`config.mk`:
```
export PLATFORM = sky130hd
export DESIGN_NAME = pulse_train_detector
export DESIGN_NICKNAME = d
export VERILOG_FILES = /design/src/rtl/pulse_train_detector.sv
export SDC_FILE = /design/constraint.sdc
export NUM_CORES = 1
export LEC_CHECK = 0
export ABC_AREA = 1
export CAP_MARGIN = 20
export CORE_MARGIN = 3
export CORE_UTILIZATION = 34
export CTS_CLUSTER_SIZE = 8
export DETAILED_ROUTE_END_ITERATION = 6
export DONT_BUFFER_PORTS = 1
export HOLD_SLACK_MARGIN = 0.06
export MAX_ROUTING_LAYER = met4
export PLACE_DENSITY_LB_ADDON = 0.05
export RECOVER_POWER = 50
export SYNTH_ARGS = -nofsm -noshare
export SYNTH_HDL_FRONTEND = slang
export SYNTH_SLANG_ARGS = --single-unit
export TNS_END_PERCENT = 5
```
`constraint.sdc`:
```
create_clock -name clk -period 1.4 [get_ports clk]
set_input_delay 0.28 -clock clk [delete_from_list [all_inputs] [get_ports clk]]
set_output_delay 0.28 -clock clk [all_outputs]
set_load 0.03 [all_outputs]
```
`src/rtl/pulse_train_detector.sv`:
```
// pulse_train_detector: samples an asynchronous single-wire pulse train,
// measures each level segment in clocks, flags out-of-window segments,
// counts edges and pulses, and reports polarity once the line goes idle.
module pulse_train_detector #(
  parameter int unsigned ClockPeriod = 50,
  parameter int unsigned PulseWidth  = 100,
  parameter int unsigned WidthTol    = 1,
  parameter int unsigned TimeoutMul  = 4,
  parameter int unsigned MaxPulseCnt = 15,
  parameter int unsigned SyncStages  = 2
) (
  input  logic                                   clk,
  input  logic                                   reset,
  input  logic                                   arm_i,
  input  logic                                   pulse_i,
  output logic                                   busy_o,
  output logic                                   done_o,
  output logic [$clog2(MaxPulseCnt+1)-1:0]       pulse_cnt_o,
  output logic [$clog2(2*MaxPulseCnt+2)-1:0]     flip_cnt_o,
  output logic                                   start_pol_o,
  output logic                                   end_pol_o,
  output logic                                   width_err_o,
  output logic                                   overflow_o
);

  localparam int unsigned NomCycles     = PulseWidth / ClockPeriod + 1;
  localparam int unsigned WinLo         = (NomCycles > WidthTol + 1) ? (NomCycles - WidthTol) : 1;
  localparam int unsigned WinHi         = NomCycles + WidthTol;
  localparam int unsigned TimeoutCycles = NomCycles * TimeoutMul;
  localparam int unsigned SegW          = $clog2(TimeoutCycles + 1);
  localparam int unsigned FlipW         = $clog2(2 * MaxPulseCnt + 2);
  localparam int unsigned PulseW        = $clog2(MaxPulseCnt + 1);
  localparam int unsigned FlipMax       = 2 * MaxPulseCnt + 1;

  typedef enum logic [1:0] {
    IDLE,
    WAIT_EDGE,
    MEASURE,
    DONE
  } state_e;

  state_e                state_q, state_d;
  logic [SyncStages-1:0] sync_q, sync_d;
  logic                  hist_q, hist_d;
  logic [SegW-1:0]       seg_q, seg_d;
  logic [FlipW-1:0]      flip_q, flip_d;
  logic [PulseW-1:0]     pulse_q, pulse_d;
  logic                  start_pol_q, start_pol_d;
  logic                  end_pol_q, end_pol_d;
  logic                  werr_q, werr_d;
  logic                  ovf_q, ovf_d;
  logic                  busy_q, busy_d;
  logic                  done_q, done_d;

  logic                  sync_out_c;
  logic                  edge_c;
  logic                  first_edge_c;
  logic                  clear_c;

  assign sync_out_c = sync_q[SyncStages-1];
  assign edge_c     = sync_out_c ^ hist_q;

  // Next-state, counter and output computation.
  always_comb begin
    state_d      = state_q;
    sync_d       = {sync_q[SyncStages-2:0], pulse_i};
    hist_d       = sync_out_c;
    seg_d        = seg_q;
    flip_d       = flip_q;
    pulse_d      = pulse_q;
    start_pol_d  = start_pol_q;
    end_pol_d    = end_pol_q;
    werr_d       = werr_q;
    ovf_d        = ovf_q;
    busy_d       = busy_q;
    done_d       = 1'b0;
    first_edge_c = 1'b0;
    clear_c      = 1'b0;

    unique case (state_q)
      IDLE: begin
        busy_d = 1'b0;
        if (arm_i) begin
          state_d = WAIT_EDGE;
          clear_c = 1'b1;
        end
      end
      WAIT_EDGE: begin
        if (!arm_i) begin
          state_d = IDLE;
          busy_d  = 1'b0;
        end else if (edge_c) begin
          first_edge_c = 1'b1;
        end
      end
      MEASURE: begin
        if (!arm_i) begin
          state_d = IDLE;
          busy_d  = 1'b0;
        end else if (edge_c) begin
          // Closed segment: check against the acceptance window.
          if ((seg_q < SegW'(WinLo)) || (seg_q > SegW'(WinHi))) begin
            werr_d = 1'b1;
          end
          if (flip_q == FlipW'(FlipMax)) begin
            ovf_d = 1'b1;
          end else begin
            flip_d = flip_q + FlipW'(1);
          end
          seg_d = SegW'(1);
        end else if (seg_q == SegW'(TimeoutCycles)) begin
          // Line idle long enough: the train is over.
          end_pol_d = sync_out_c;
          pulse_d   = PulseW'(flip_q >> 1);
          busy_d    = 1'b0;
          done_d    = 1'b1;
          state_d   = DONE;
        end else begin
          seg_d = seg_q + SegW'(1);
        end
      end
      DONE: begin
        if (!arm_i) begin
          state_d = IDLE;
        end else if (edge_c) begin
          first_edge_c = 1'b1;
        end else begin
          state_d = WAIT_EDGE;
          clear_c = 1'b1;
        end
      end
      default: begin
        state_d = IDLE;
        busy_d  = 1'b0;
      end
    endcase

    // Fresh train bookkeeping on entry to WAIT_EDGE.
    if (clear_c) begin
      flip_d = '0;
      werr_d = 1'b0;
      ovf_d  = 1'b0;
    end

    // First edge of a train: capture start polarity and open the first segment.
    if (first_edge_c) begin
      start_pol_d = hist_q;
      flip_d      = FlipW'(1);
      seg_d       = SegW'(1);
      werr_d      = 1'b0;
      ovf_d       = 1'b0;
      busy_d      = 1'b1;
      state_d     = MEASURE;
    end
  end

  // State, synchronizer and result registers.
  always_ff @(posedge clk or posedge reset) begin
    if (reset) begin
      state_q     <= IDLE;
      sync_q      <= '0;
      hist_q      <= 1'b0;
      seg_q       <= '0;
      flip_q      <= '0;
      pulse_q     <= '0;
      start_pol_q <= 1'b0;
      end_pol_q   <= 1'b0;
      werr_q      <= 1'b0;
      ovf_q       <= 1'b0;
      busy_q      <= 1'b0;
      done_q      <= 1'b0;
    end else begin
      state_q     <= state_d;
      sync_q      <= sync_d;
      hist_q      <= hist_d;
      seg_q       <= seg_d;
      flip_q      <= flip_d;
      pulse_q     <= pulse_d;
      start_pol_q <= start_pol_d;
      end_pol_q   <= end_pol_d;
      werr_q      <= werr_d;
      ovf_q       <= ovf_d;
      busy_q      <= busy_d;
      done_q      <= done_d;
    end
  end

  assign busy_o      = busy_q;
  assign done_o      = done_q;
  assign pulse_cnt_o = pulse_q;
  assign flip_cnt_o  = flip_q;
  assign start_pol_o = start_pol_q;
  assign end_pol_o   = end_pol_q;
  assign width_err_o = werr_q;
  assign overflow_o  = ovf_q;

endmodule

```
==> reports/metrics.yaml, run 1 <==
status: "complete, but fails checks"
violations: "setup timing"
netlist_instances: 172
max_stage_delay_ns: 0.49
ir_worst_vdd_v: 0.000914
grt_pass1_wl_um: 5860
r2r_setup_slack_ns: -0.10
hp-class: "in -> reg"
holdPathEnd: "busy_o$_DFFE_PP0P_"
clock_sinks: 24
holdCritStartpoint: "arm_i"
diodes: 0
worstHoldPathCells: 3
drtPass1Iterations: 4
synth_top_area_share_pct: 42.2
drt_iter0_markers: 45
htree_levels: 1
clkPwrFrac_pct: 16.7
tritoncts: "yes"
vias_per_cell: 4.71
cp-end-kind: "flop"
slew_violations: 0
cp_max_fo: 5
io_pins: 19
tightest_slew_ns: 0.497
synth_ff_type: "dfrtp_1"
timing.setup.tns_ns: -0.677
wl_met2_um: 1580
pwr-share-seq_pct: 30.8
drc_errors: 0
cap_violations: 0
period_needed_ns: 1.50
ys_seq_area_share_pct: 42.2
route.layer.met1.wl_um: 1660
yosysTopAreaCell: "dfrtp_1"
yosysMostFrequentCell: "nand2_1"
routed_wl_um: 3340
slew_headroom_pct: 66.9
yosys-top-cells-area: "dfrtp_1 (42%), nand2_1 (16%), ha_1 (7.9%)"
fillCellCount: 367
grt_max_degree: 19
wl_met3_um: 92
top_layer: "met4"
skew_ns: 0.00707
instances_no_fill: 244
power.leakage_nw: 0.910
worst_slack_ns: -0.105
clockBufferDepth: 2
critPathSlowestCell: "dfrtp_2"
yosys_warnings: 0
powerDensity_mw_per_mm2: 2040
globalRouteOverflowTotal: 0
syn2layout_area_growth_pct: 27.4
initial_utilization_pct: 36.9
io_buffers: 0
synth_nets: 185
synth-edff-count: 0
p_comb_share_pct: 52.4
gp_congestion: 0.786
synth_area_mm2: 0.00142
die_w_um: 70.7
async_flop_share_pct: 100
cp_cell_sequence: "ha_4, nor2_4, inv_2, o211ai_1, nand2_4, nand2_4, nand2_1, nand2_1"
p_sw_mw: 1.60
ant_nets: 0
ys_top_cells_by_count: "nand2_1 (61), dfrtp_1 (24), inv_1 (12), nor2_1 (12), ha_1 (9)"
yosysUniqueCellTypes: 26
synth-seq-cells: 24
cts-root-buf: "clkbuf_8"
rsz0062_at_grt: "yes"
period_share_pct: 107
setup_viol_count_final: 14
placedCellCount: 235
path_clk_slew_ns: 0.09
drive_gt1_share_pct: 32.1
nNetsFinal: 210
syn_area_per_cell_um2: 8.27
path_class: "reg -> reg"
cp.required_ns: 1.61
grt_util_all_layers_pct: 14.7
r2r_cells: 8
core_mm2: 0.00385
r2r-start: "state_q[0]$_DFFE_PP0P_"
grt_antenna_before_repair: 0
finalHoldViolCount: 0
dieHeight_um: 70.7
fmax_mhz: 664
std_cell_rows: 22
p_sw_share_pct: 43.4
r2r_end: "flip_cnt_o[3]$_DFFE_PP0P_"
p_int_mw: 2.09
critical-path-top-delay-family: "flip-flops"
dp_hpwl_um: 2470
die_area_mm2: 0.00500
start_kind: "flop"
vias: 1149
cts_buffers: 3
arrival_ns: 1.72
clock_latency_ns: 0.27
crit_buf_inv: 1
grt_pass1_vias: 1215
wl_per_cell_um: 13.7
-- worst max-delay path by stage --
stage                     cells after the start  slack (ns)                       from                        end
after floorplan                               8       -0.01  flip_cnt_o[1]$_DFFE_PP0P_  flip_cnt_o[4]$_DFFE_PP0P_
after global placement                        9       -0.15     state_q[1]$_DFFE_PP0P_  flip_cnt_o[1]$_DFFE_PP0P_
after detailed placement                      8       -0.20     state_q[0]$_DFFE_PP0P_  flip_cnt_o[3]$_DFFE_PP0P_
after CTS                                     8       -0.09     state_q[1]$_DFFE_PP0P_  flip_cnt_o[3]$_DFFE_PP0P_
after global routing                          9       -0.18     state_q[1]$_DFFE_PP0P_  flip_cnt_o[0]$_DFFE_PP0P_
final                                         8       -0.10     state_q[0]$_DFFE_PP0P_  flip_cnt_o[3]$_DFFE_PP0P_
-- cell type report --
cell class,instances,area [um2],area share [%]
flip-flops and latches,24,606,33.4
inverters,17,70.1,3.87
clock buffers,3,41.3,2.28
multi-input cells,130,837,46.2
repair buffers,21,168,9.25
clock inverters,1,30.0,1.66
well taps,48,60.1,3.31
-- timing repair --
action | in CTS | in global routing
setup buffers | 3 | 0
endpoints found under the setup margin | 17 | 20
pin swaps | 10 | 9
hold buffers | 2 | 0
hold endpoints to repair | 7 | 0
gates resized for setup | 15 | 6
-- routing by layer --
metal | track usage [%] | vias up
met5 | - | -
met4 | 2.51 | 0
met3 | 2.56 | 2
met2 | 24.0 | 12
met1 | 19.4 | 545
li1 | - | 590
-- cells by family (layout without fill, tap and decap cells) --
| group | count (synthesis) | after routing | synth area share [%] |
|---|---|---|---|
| buf+inv | 18 | 42 | 5.28 |
| fa+ha+maj | 9 | 9 | 7.92 |
| flops | 24 | 24 | 42.2 |
| compound gates | 13 | 13 | 5.28 |
| xor+xnor | 3 | 3 | 1.85 |
| simple gates | 105 | 105 | 37.5 |
-- worst register-to-register path, stage by stage (launching register included) --
cell,delay (ns)
dfrtp_2,0.49
ha_4,0.20
nor2_4,0.12
inv_2,0.06
o211ai_1,0.27
nand2_4,0.10
nand2_4,0.10
nand2_1,0.05
nand2_1,0.07
-- registers in the layout, indices dropped and copies added, names as in the netlist, 2 cells and up --
name	flops
state_q	2
sync_q	2
pulse_cnt_o	4
seg_q	4
flip_cnt_o	5
-- cell usage in the layout, fill, tap and decap left out, types with 3 or more instances in the layout --
| cell | n |
|---|---|
| inv_1 | 10 |
| inv_2 | 4 |
| dfrtp_1 | 20 |
| clkbuf_8 | 3 |
| nand2_4 | 6 |
| o21ai_1 | 4 |
| nand2_1 | 61 |
| buf_4 | 16 |
| nor2_4 | 3 |
| o21ai_0 | 4 |
| a21oi_1 | 3 |
| nand2_2 | 4 |
| ha_1 | 3 |
| dfrtp_2 | 4 |
| nand3_1 | 7 |
| nand3_2 | 3 |
| nand4_1 | 4 |
| ha_4 | 4 |
| nor2_1 | 10 |
-- power groups by stage --
stage,logic [mW],clock network (mW),registers (mW)
after floorplan,1.04,0,1.21
after global placement,1.64,0,1.11
after detailed placement,1.65,0,1.12
after CTS,1.89,0.637,1.12
after global routing,2.16,0.662,1.17
final,1.93,0.617,1.14
-- per-stage QoR --
stage / worst slack [ns] / hold WS, ns / power [mW] / utilization (%) / instance area [um2]
after floorplan: -0.0107 / 0.294 / 2.25 / - / 1430
after global placement: -0.155 / 0.130 / 2.75 / 41.9 / 1610
after detailed placement: -0.199 / 0.147 / 2.77 / 41.9 / 1610
after CTS: -0.0937 / 0.262 / 3.65 / 46.7 / 1800
after global routing: -0.180 / 0.276 / 3.99 / 47.0 / 1810
final: -0.105 / 0.263 / 3.69 / 47.0 / 1810
(Power assumes the default switching activity.)
==> run 2: changes to the inputs <==
SLEW_MARGIN = 20   (was unset)
==> results of run 2 <==
No change in the layout: final DEF, timing and power equal those of run 1.
==> run 3: changes to the inputs <==
CORE_MARGIN = unset   (was 3)
clock period = 1.7 ns   (was 1.4 ns; I/O delays follow)
==> run 3 against run 2 <==
The run now ends clean. Global-route usage rose by 0.87 points. Sequential power fell by 21%. Combinational power fell by 37%.
==> reports/metrics.yaml, run 3 (synthesized netlist as in run 1, its figures left out) <==
dp_hpwl_um: 2300
timing.setup.tns_ns: 0
status: "finished clean"
slew_violations: 0
cp_max_fo: 6
die_area_mm2: 0.00445
routed_wl_um: 2960
grt_max_degree: 15
clock_latency_ns: 0.27
fmax_mhz: 644
clockBufferDepth: 2
dieHeight_um: 66.7
layout_commonest_cell: "nand2_1"
std_cell_rows: 23
tritoncts: "yes"
grt_antenna_before_repair: 0
crit_buf_inv: 1
io_buffers: 0
setup_viol_count_final: 0
ir_worst_vdd_v: 0.000500
period_share_pct: 91.3
nNetsFinal: 197
die_w_um: 66.7
arrival_ns: 1.76
grt_pass1_vias: 1091
max_stage_delay_ns: 0.45
utilization_pct: 40.6
grt_util_all_layers_pct: 15.6
rsz0062_at_grt: "no"
io_pins: 19
period_needed_ns: 1.55
critical-path-top-delay-family: "flip-flops"
drc_errors: 0
ant_nets: 0
cts_buffers: 3
path_clk_slew_ns: 0.09
diodes: 0
slew_headroom_pct: 67.2
clock_sinks: 24
start_kind: "flop"
drtPass1Iterations: 4
globalRouteOverflowTotal: 0
drt_iter0_markers: 56
power.leakage_nw: 0.850
gp_congestion: 0.826
vias_per_cell: 4.62
largest_register_ffs: 5
htree_levels: 1
cap_violations: 0
cts-root-buf: "clkbuf_8"
vias: 1076
critPathSlowestCell: "dfrtp_2"
grt_pass1_wl_um: 5060
cp_cell_sequence: "ha_1, nor2_2, inv_2, o211ai_1, nand2_4, nand2_4, nand2_1, nand2_1"
hp-class: "in -> reg"
tightest_slew_ns: 0.491
r2r_setup_slack_ns: 0.15
path_class: "reg -> reg"
final_cell_mix: "nand2_1 (61), dfrtp_1 (22), inv_1 (12), nor2_1 (11), ha_1 (9)"
finalHoldViolCount: 0
cp.required_ns: 1.91
skew_ns: 0.00656
core_mm2: 0.00400
wl_per_cell_um: 12.7
drive_gt1_share_pct: 21.3
initial_utilization_pct: 35.6
syn2layout_area_growth_pct: 14.2
powerDensity_mw_per_mm2: 1610
cp-end-kind: "flop"
## run 3: cell types whose count changed in the layout (fill, tap and decap cells not counted), sizes merged
cell,previous run,this run
clkbuf,4,3
dlygate4sd3,2,1
buf,18,7
## run 3: through the flow
step	hold slack, ns	area (um2)	instances	power [mW]	setup slack, ns
after floorplan	0.331	1420	172	1.83	0.173
after global placement	0.281	1530	227	2.11	0.0667
after detailed placement	0.292	1530	227	2.11	0.106
after CTS	0.0852	1610	232	2.63	0.0786
after global routing	0.0783	1630	233	2.85	0.0175
final	0.0900	1630	233	2.62	0.148
## run 3: power by group
group / switching, mW / leakage [nW] / internal [mW]
sequential: 0.191 / 0.314 / 0.713
combinational: 0.760 / 0.500 / 0.447
clock: 0.191 / 0.0357 / 0.315
## run 3: per-layer routing
metal  global-route usage, %  wire length [um]  share of wire (%)
met2                    24.5              1370                 46
met3                    2.57                99                3.3
met4                    3.99                22               0.74
met1                    20.7              1470                 50
met5                       -                 0                  0
## run 3: worst paths after layout
kind / startpoint / to / cells after the start
max reg2reg: state_q[0]$_DFFE_PP0P_ / flip_cnt_o[4]$_DFFE_PP0P_ / 8
max in group asynchronous: reset / sync_q[1]$_DFF_PP0_ / 3
min in group asynchronous: reset / start_pol_o$_DFFE_PP0P_ / 2
min: pulse_i / sync_q[0]$_DFF_PP0_ / 0
min reg2reg: sync_q[0]$_DFF_PP0_ / sync_q[1]$_DFF_PP0_ / 0
max: state_q[0]$_DFFE_PP0P_ / flip_cnt_o[4]$_DFFE_PP0P_ / 8
## run 3: layout make-up
type | count | area (um2)
Clock buffer | 3 | 41.3
Clock inverter | 1 | 30.0
Fill cell | 411 | 2370
Inverter | 17 | 63.8
Multi-Input combinational cell | 130 | 749
Sequential cell | 24 | 603
Tap cell | 50 | 62.6
Timing Repair Buffer | 8 | 75.1
## run 3: timing repair
item                       CTS  global route
setup endpoints to repair    0             6
setup buffers                0             1
hold buffers                 1             0
hold endpoints to repair    10             0
gates resized for setup      0             3
